**config.mk**
```make
export PLATFORM = sky130hd
export DESIGN_NAME = disp_wr_arbiter_flat
export DESIGN_NICKNAME = d
export VERILOG_FILES = /design/src/rtl/disp_arb_pkg.sv /design/src/rtl/disp_wr_arbiter_if.sv /design/src/rtl/disp_arb_slot.sv /design/src/rtl/disp_wr_arbiter.sv /design/src/flat_wrapper.sv
export SDC_FILE = /design/constraint.sdc
export NUM_CORES = 1
export LEC_CHECK = 0
export CAP_MARGIN = 0
export CORE_ASPECT_RATIO = 0.8
export CORE_MARGIN = 3
export CORE_UTILIZATION = 40
export CTS_CLUSTER_DIAMETER = 80
export DETAILED_ROUTE_END_ITERATION = 7
export DONT_BUFFER_PORTS = 1
export GPL_TIMING_DRIVEN = 0
export HOLD_SLACK_MARGIN = 0.03
export PLACE_DENSITY_LB_ADDON = 0.2
export RECOVER_POWER = 50
export SETUP_SLACK_MARGIN = 0.02
export SKIP_CTS_REPAIR_TIMING = 1
export SYNTH_ARGS = -nofsm -noshare
export SYNTH_HDL_FRONTEND = slang
export SYNTH_SLANG_ARGS = --single-unit
```
**constraint.sdc**
```tcl
create_clock -name Clock -period 1.72 [get_ports Clock]
set_input_delay 0.344 -clock Clock [delete_from_list [all_inputs] [get_ports Clock]]
set_output_delay 0.344 -clock Clock [all_outputs]
set_load 0.02 [all_outputs]
```
**src/rtl/disp_arb_pkg.sv**
```systemverilog
// Shared constants and requester identities for the display write arbiter.
package disp_arb_pkg;

    localparam int ADR_W   = 7;
    localparam int DAT_W   = 4;
    localparam int ADR_MAX = 122;

    // Fixed requester positions on the arbiter's request vectors.
    typedef enum logic [1:0] {
        REQ_TX  = 2'd0,
        REQ_RX  = 2'd1,
        REQ_ERR = 2'd2,
        REQ_AUX = 2'd3
    } req_id_e;

    // True when the address falls inside the visible text RAM.
    function automatic logic addr_in_range(input logic [ADR_W-1:0] addr);
        return (int'(addr) <= ADR_MAX);
    endfunction

endpackage

```
**src/rtl/disp_wr_arbiter_if.sv**
```systemverilog
// Bundle of requester inputs and display-RAM write outputs for the arbiter.
interface disp_wr_arbiter_if
    import disp_arb_pkg::*;
#(
    parameter int N_REQ   = 4,
    parameter int P_ADR_W = ADR_W,
    parameter int P_DAT_W = DAT_W
);

    logic [N_REQ-1:0]         i_req_en;
    logic [N_REQ-1:0]         i_req_flag;
    logic [N_REQ*P_ADR_W-1:0] i_req_addr;
    logic [N_REQ*P_DAT_W-1:0] i_req_data;
    logic                     i_clr_ovf;
    logic                     o_disp_wen;
    logic                     o_disp_men;
    logic [P_ADR_W-1:0]       o_disp_adr;
    logic [P_DAT_W-1:0]       o_disp_d;
    logic [N_REQ-1:0]         o_pending;
    logic [N_REQ-1:0]         o_ovf;

    modport slave (
        input  i_req_en, i_req_flag, i_req_addr, i_req_data, i_clr_ovf,
        output o_disp_wen, o_disp_men, o_disp_adr, o_disp_d, o_pending, o_ovf
    );

    modport master (
        output i_req_en, i_req_flag, i_req_addr, i_req_data, i_clr_ovf,
        input  o_disp_wen, o_disp_men, o_disp_adr, o_disp_d, o_pending, o_ovf
    );

endinterface

```
**src/rtl/disp_arb_slot.sv**
```systemverilog
// One-deep holding register for a single writer: capture, range filter, overwrite flag.
module disp_arb_slot
    import disp_arb_pkg::*;
(
    input  logic             Clock,
    input  logic             Reset,
    input  logic             i_en,
    input  logic             i_flag,
    input  logic [ADR_W-1:0] i_addr,
    input  logic [DAT_W-1:0] i_data,
    input  logic             i_grant,
    input  logic             i_clr_ovf,
    output logic             o_pending,
    output logic             o_ovf,
    output logic [ADR_W-1:0] o_addr,
    output logic [DAT_W-1:0] o_data
);

    logic             pending_q, pending_d;
    logic             ovf_q, ovf_d;
    logic [ADR_W-1:0] addr_q, addr_d;
    logic [DAT_W-1:0] data_q, data_d;
    logic             capture;

    // Next slot state: a disable drops the slot, a new write replaces it, a grant frees it.
    always_comb begin
        capture   = i_flag & i_en & addr_in_range(i_addr);
        pending_d = pending_q;
        addr_d    = addr_q;
        data_d    = data_q;
        ovf_d     = ovf_q & ~i_clr_ovf;
        if (!i_en) begin
            pending_d = 1'b0;
        end else if (capture) begin
            pending_d = 1'b1;
            addr_d    = i_addr;
            data_d    = i_data;
            if (pending_q && !i_grant) begin
                ovf_d = 1'b1;
            end
        end else if (i_grant) begin
            pending_d = 1'b0;
        end
    end

    // Slot registers with asynchronous active-low reset.
    always_ff @(posedge Clock or negedge Reset) begin
        if (!Reset) begin
            pending_q <= 1'b0;
            ovf_q     <= 1'b0;
            addr_q    <= '0;
            data_q    <= '0;
        end else begin
            pending_q <= pending_d;
            ovf_q     <= ovf_d;
            addr_q    <= addr_d;
            data_q    <= data_d;
        end
    end

    assign o_pending = pending_q;
    assign o_ovf     = ovf_q;
    assign o_addr    = addr_q;
    assign o_data    = data_q;

endmodule

```
**src/rtl/disp_wr_arbiter.sv**
```systemverilog
// Shares the display text-RAM write port: absolute priority for one writer, round-robin for the rest.
module disp_wr_arbiter
    import disp_arb_pkg::*;
#(
    parameter int N_REQ  = 4,
    parameter int HP_IDX = int'(REQ_ERR)
) (
    input  logic              Clock,
    input  logic              Reset,
    disp_wr_arbiter_if.slave  bus
);

    localparam int PTR_W = $clog2(N_REQ);

    logic [N_REQ-1:0] pend;
    logic [N_REQ-1:0] ovf;
    logic [N_REQ-1:0] valid;
    logic [N_REQ-1:0] grant_vec;
    logic [ADR_W-1:0] slot_addr [N_REQ];
    logic [DAT_W-1:0] slot_data [N_REQ];

    logic             grant_any;
    logic [PTR_W-1:0] grant_idx;
    int               cand;

    logic             wen_q, wen_d;
    logic [ADR_W-1:0] adr_q, adr_d;
    logic [DAT_W-1:0] dat_q, dat_d;
    logic [PTR_W-1:0] rr_ptr_q, rr_ptr_d;

    for (genvar k = 0; k < N_REQ; k++) begin : g_slot
        disp_arb_slot u_slot (
            .Clock     (Clock),
            .Reset     (Reset),
            .i_en      (bus.i_req_en[k]),
            .i_flag    (bus.i_req_flag[k]),
            .i_addr    (bus.i_req_addr[k*ADR_W +: ADR_W]),
            .i_data    (bus.i_req_data[k*DAT_W +: DAT_W]),
            .i_grant   (grant_vec[k]),
            .i_clr_ovf (bus.i_clr_ovf),
            .o_pending (pend[k]),
            .o_ovf     (ovf[k]),
            .o_addr    (slot_addr[k]),
            .o_data    (slot_data[k])
        );
    end

    assign valid = pend & bus.i_req_en;

    // Pick the winner: the priority writer outright, else the next pending slot after rr_ptr.
    always_comb begin
        grant_any = 1'b0;
        grant_idx = '0;
        cand      = 0;
        if (valid[HP_IDX]) begin
            grant_any = 1'b1;
            grant_idx = PTR_W'(HP_IDX);
        end else begin
            for (int i = 1; i <= N_REQ; i++) begin
                cand = (int'(rr_ptr_q) + i) % N_REQ;
                if (!grant_any && valid[cand]) begin
                    grant_any = 1'b1;
                    grant_idx = PTR_W'(cand);
                end
            end
        end
    end

    // One-hot grant back to the slots so the winner frees itself.
    always_comb begin
        grant_vec = '0;
        if (grant_any) begin
            grant_vec[grant_idx] = 1'b1;
        end
    end

    // Next output word; address/data hold between writes and only non-priority grants move rr_ptr.
    always_comb begin
        wen_d    = ~grant_any;
        adr_d    = adr_q;
        dat_d    = dat_q;
        rr_ptr_d = rr_ptr_q;
        if (grant_any) begin
            adr_d = slot_addr[grant_idx];
            dat_d = slot_data[grant_idx];
            if (grant_idx != PTR_W'(HP_IDX)) begin
                rr_ptr_d = grant_idx;
            end
        end
    end

    // Output and pointer registers; the pointer starts on the last index so requester 0 goes first.
    always_ff @(posedge Clock or negedge Reset) begin
        if (!Reset) begin
            wen_q    <= 1'b1;
            adr_q    <= '0;
            dat_q    <= '0;
            rr_ptr_q <= PTR_W'(N_REQ - 1);
        end else begin
            wen_q    <= wen_d;
            adr_q    <= adr_d;
            dat_q    <= dat_d;
            rr_ptr_q <= rr_ptr_d;
        end
    end

    assign bus.o_disp_wen = wen_q;
    assign bus.o_disp_men = wen_q;
    assign bus.o_disp_adr = adr_q;
    assign bus.o_disp_d   = dat_q;
    assign bus.o_pending  = pend;
    assign bus.o_ovf      = ovf;

endmodule

```
**src/flat_wrapper.sv**
```systemverilog
// flat-port wrapper written by rule: the top's interface ports become plain ports
module disp_wr_arbiter_flat import disp_arb_pkg::*;
#(
    parameter int N_REQ  = 4,
    parameter int HP_IDX = int'(REQ_ERR)
)
  (Clock, Reset, bus_i_req_en, bus_i_req_flag, bus_i_req_addr, bus_i_req_data, bus_i_clr_ovf, bus_o_disp_wen, bus_o_disp_men, bus_o_disp_adr, bus_o_disp_d, bus_o_pending, bus_o_ovf);
  disp_wr_arbiter_if #(.N_REQ(N_REQ), .P_ADR_W(ADR_W), .P_DAT_W(DAT_W)) bus_i ();
  input  logic Clock;
  input  logic Reset;
  input wire logic [$bits(bus_i.i_req_en)-1:0] bus_i_req_en;
  input wire logic [$bits(bus_i.i_req_flag)-1:0] bus_i_req_flag;
  input wire logic [$bits(bus_i.i_req_addr)-1:0] bus_i_req_addr;
  input wire logic [$bits(bus_i.i_req_data)-1:0] bus_i_req_data;
  input wire logic [$bits(bus_i.i_clr_ovf)-1:0] bus_i_clr_ovf;
  output wire logic [$bits(bus_i.o_disp_wen)-1:0] bus_o_disp_wen;
  output wire logic [$bits(bus_i.o_disp_men)-1:0] bus_o_disp_men;
  output wire logic [$bits(bus_i.o_disp_adr)-1:0] bus_o_disp_adr;
  output wire logic [$bits(bus_i.o_disp_d)-1:0] bus_o_disp_d;
  output wire logic [$bits(bus_i.o_pending)-1:0] bus_o_pending;
  output wire logic [$bits(bus_i.o_ovf)-1:0] bus_o_ovf;
  assign bus_i.i_req_en = bus_i_req_en;
  assign bus_i.i_req_flag = bus_i_req_flag;
  assign bus_i.i_req_addr = bus_i_req_addr;
  assign bus_i.i_req_data = bus_i_req_data;
  assign bus_i.i_clr_ovf = bus_i_clr_ovf;
  assign bus_o_disp_wen = bus_i.o_disp_wen;
  assign bus_o_disp_men = bus_i.o_disp_men;
  assign bus_o_disp_adr = bus_i.o_disp_adr;
  assign bus_o_disp_d = bus_i.o_disp_d;
  assign bus_o_pending = bus_i.o_pending;
  assign bus_o_ovf = bus_i.o_ovf;
  disp_wr_arbiter #(.N_REQ(N_REQ), .HP_IDX(HP_IDX)) u_core (.Clock(Clock), .Reset(Reset), .bus(bus_i));
endmodule
```
==> reports/metrics.cfg <==
[run_status]
status = finished, violations left
violations = hold timing, setup timing

[synth]
synth_cell_types = 33
synth_seq_cells = 66
synth_nets = 342
syn-cell-area_mm2 = 0.003068
ys_warn_count = 0
synth_area_per_cell_um2 = 10.69
synth_cells = 287
yosysSeqAreaShare = 0.5396

[power_and_ir_drop]
finalPower_mw = 4.020
power_density_mw_per_mm2 = 1134
p_leak_nw = 1.591
ir_drop_mv = 0.5912

[critical_path]
crit_chain = xnor2_1 -> a221o_1 -> buf_6 -> buf_12 -> mux2i_4 -> o221a_1 -> nor3_2
cp-start-kind = register
slowest_delay_ns = 0.57
crit_path_top_delay_cell = dfstp_2
path_class = reg2reg
cp-end-kind = register
worstPathMaxFanout = 7
arrival_ns = 2.15
cp.required_ns = 1.98

[final_layout]
layout.nets = 358
fin_area_mm2 = 0.003545
antenna-diode-count = 0
layout-drive-gt1-share = 0.2825
area_growth_pct = 15.54

[die]
core_mm2 = 0.007162
die_x_um = 103.9
die_area_mm2 = 0.008763
die_h_um = 84.33
row_count = 27
io_pins = 76
initial_core_util = 0.4284

[timing]
rsz0062_at_grt = yes
slew-limit-headroom = 0.5948
setup_viol = 15
whs_ns = -0.3034
worstMarginPinSlew_ns = 0.6079
min_period_ns = 1.887
post-route-period-util = 1.097
fmax_mhz = 529.9
hold_viol_final = 66
skew_ns = 0.009062
drv_slew = 0
fin_ws_ns = -0.1673

[grt]
use_met1 = 0.2501
met3_usage = 0.07071
grtUsageMet2 = 0.2319
antenna_found_initial = 0
grt_max_degree = 67
overflow = 0
grt_pass1_wl_um = 11650
grt_usage = 0.1716
grt_pass1_vias = 2187
grt_busiest_layer = met1

[route]
wirelength_um = 7218
via_count = 2117
vias_per_cell = 5.176
firstDrtPassIters = 4
remaining_drc_errors = 0
antenna_left = 0
first_iter_violations = 137
wl_per_cell_um = 17.65

[clock_tree]
cts.reportedPaths.clkPinSlew_ns = 0.07
clockRootBuffer = clkbuf_8
ctsLongestPathBuffers = 2
cts_sinks = 66
clkLatencyLatePin_ns = 0.34
cts_tree = built
ctsHtreeMaxLevel = 3
numCtsBuffers = 9

[placement]
gp_congestion = 0.7747
io_buffers = 0
dp_hpwl_um = 5346
placed_area_mm2 = 0.003211

[run]
drv_cap = 0

[min_path]
worstHoldPathType = in2async

-- worst paths after layout --
check | startpoint | endpoint | slack (ns) | cells past startpoint
max in group asynchronous | Reset | u_core.rr_ptr_q[1] | 1.81 | 0
worst min register to register | u_core.g_slot[2].u_slot.o_data[3] | u_core.g_slot[2].u_slot.o_data[3] | 0.48 | 2
worst max register to register | u_core.rr_ptr_q[0] | u_core.bus.o_disp_d[1] | -0.17 | 7
worst max-delay path | u_core.rr_ptr_q[0] | u_core.bus.o_disp_d[1] | -0.17 | 7
worst min-delay path | Reset | u_core.g_slot[2].u_slot.o_addr[2] | -0.30 | 0
min in group Clock | bus_i_clr_ovf | u_core.g_slot[2].u_slot.o_ovf | 0.07 | 1
-- per-stage QoR --
step	cells	utilization	setup TNS (ns)	hold WS [ns]	setup slack (ns)
floorplan	287	-	-0.006125	0.04841	-0.006125
global placement	388	0.4483	-3.789	0.05040	-0.2410
detailed placement	388	0.4483	-3.734	0.04994	-0.2343
CTS	404	0.4710	-2.136	-0.3212	-0.2622
global route	409	0.4949	-2.566	-0.3327	-0.2158
finish	409	0.4949	-1.407	-0.3034	-0.1673
-- registers in the layout (all words and copies together) (netlist names) --
name	cells
u_core.bus.o_disp_d	4
u_core.g_slot.u_slot.o_addr	28
u_core.rr_ptr_q	2
u_core.g_slot.u_slot.o_ovf	4
u_core.g_slot.u_slot.o_data	16
u_core.bus.o_disp_men	1
u_core.bus.o_disp_adr	7
u_core.g_slot.u_slot.o_pending	4
-- placed cells by master (no fill, tap or decap), drive strengths merged, types with 3 or more instances in the layout --
| cell type | instances |
|---|---|
| nand4 | 4 |
| dfrtp | 63 |
| o21ai | 14 |
| clkbuf | 23 |
| nor3 | 23 |
| a21oi | 6 |
| and2 | 4 |
| o211ai | 3 |
| clkinv | 4 |
| mux2i | 11 |
| dfstp | 3 |
| nor2 | 15 |
| buf | 17 |
| o221a | 11 |
| mux2 | 22 |
| nand2 | 52 |
| inv | 18 |
-- critical path, delay by kind of cell (launching register included) --
kind                      cells  cell delay [ns]
and+or+nand+nor               1             0.10
buffers and inverters         2             0.30
AOI/OAI and AO/OA             2             0.56
muxes                         1             0.19
DFF                           1             0.57
xor gates and xnor gates      1             0.08
-- where the power goes --
| group | total [mW] | leakage [nW] | switching (mW) | internal [mW] |
|---|---|---|---|---|
| clock | 1.10 | 0.0831 | 0.580 | 0.518 |
| combinational | 0.819 | 0.717 | 0.392 | 0.427 |
| sequential | 2.10 | 0.791 | 0.284 | 1.82 |
-- area by class of cell --
cell class / instances / area, um2
clock inverter: 5 / 31.28
sequential: 66 / 1657
buffer: 23 / 160.2
timing repair buffer: 6 / 80.08
fill: 684 / 3617
tap: 101 / 126.4
multi-input combinational: 179 / 1291
inverter: 18 / 67.56
clock buffer: 11 / 131.4
-- synth_stat cells --
| library cell | n | area share |
|---|---|---|
| a21o_1 | 1 | 0.0024 |
| a21oi_1 | 6 | 0.0098 |
| a221o_1 | 1 | 0.0033 |
| a22oi_4 | 1 | 0.0069 |
| a2bb2oi_1 | 1 | 0.0029 |
| a32o_1 | 1 | 0.0033 |
| and2_1 | 4 | 0.0082 |
| buf_2 | 1 | 0.0016 |
| buf_4 | 10 | 0.024 |
| buf_6 | 2 | 0.0073 |
| clkbuf_1 | 11 | 0.013 |
| dfrtp_1 | 63 | 0.51 |
| dfstp_2 | 3 | 0.026 |
| inv_1 | 18 | 0.022 |
| mux2_2 | 22 | 0.081 |
| mux2i_1 | 11 | 0.036 |
| nand2_1 | 52 | 0.064 |
| nand3_1 | 1 | 0.0016 |
| nand4_1 | 4 | 0.0082 |
| nor2_1 | 15 | 0.018 |
| nor2b_1 | 1 | 0.0020 |
| nor3_1 | 13 | 0.021 |
| nor3_2 | 10 | 0.033 |
| o211ai_1 | 3 | 0.0073 |
| o21a_1 | 1 | 0.0024 |
| o21ai_0 | 13 | 0.021 |
| o21ai_1 | 1 | 0.0016 |
| o21bai_1 | 1 | 0.0024 |
| o221a_1 | 11 | 0.040 |
| o22a_1 | 1 | 0.0029 |
| o32ai_1 | 2 | 0.0057 |
| or3_4 | 1 | 0.0037 |
| xnor2_1 | 1 | 0.0029 |
-- metal layers --
metal | up-vias | wire (um)
li1 | 1010 | -
met1 | 1028 | 3555
met2 | 77 | 3060
met3 | 2 | 568
met4 | 0 | 34
met5 | - | 0
-- cells by family (layout without fill, tap and decap cells) --
family / Yosys count / count (layout) / share of synthesized area
muxes: 33 / 33 / 0.1166
and+or+nand+nor: 101 / 101 / 0.1595
buffers and inverters: 42 / 63 / 0.06892
xor gates and xnor gates: 1 / 1 / 0.002855
DFF: 66 / 66 / 0.5396
AOI/OAI and AO/OA: 44 / 44 / 0.1126
(Power assumes the default switching activity.)
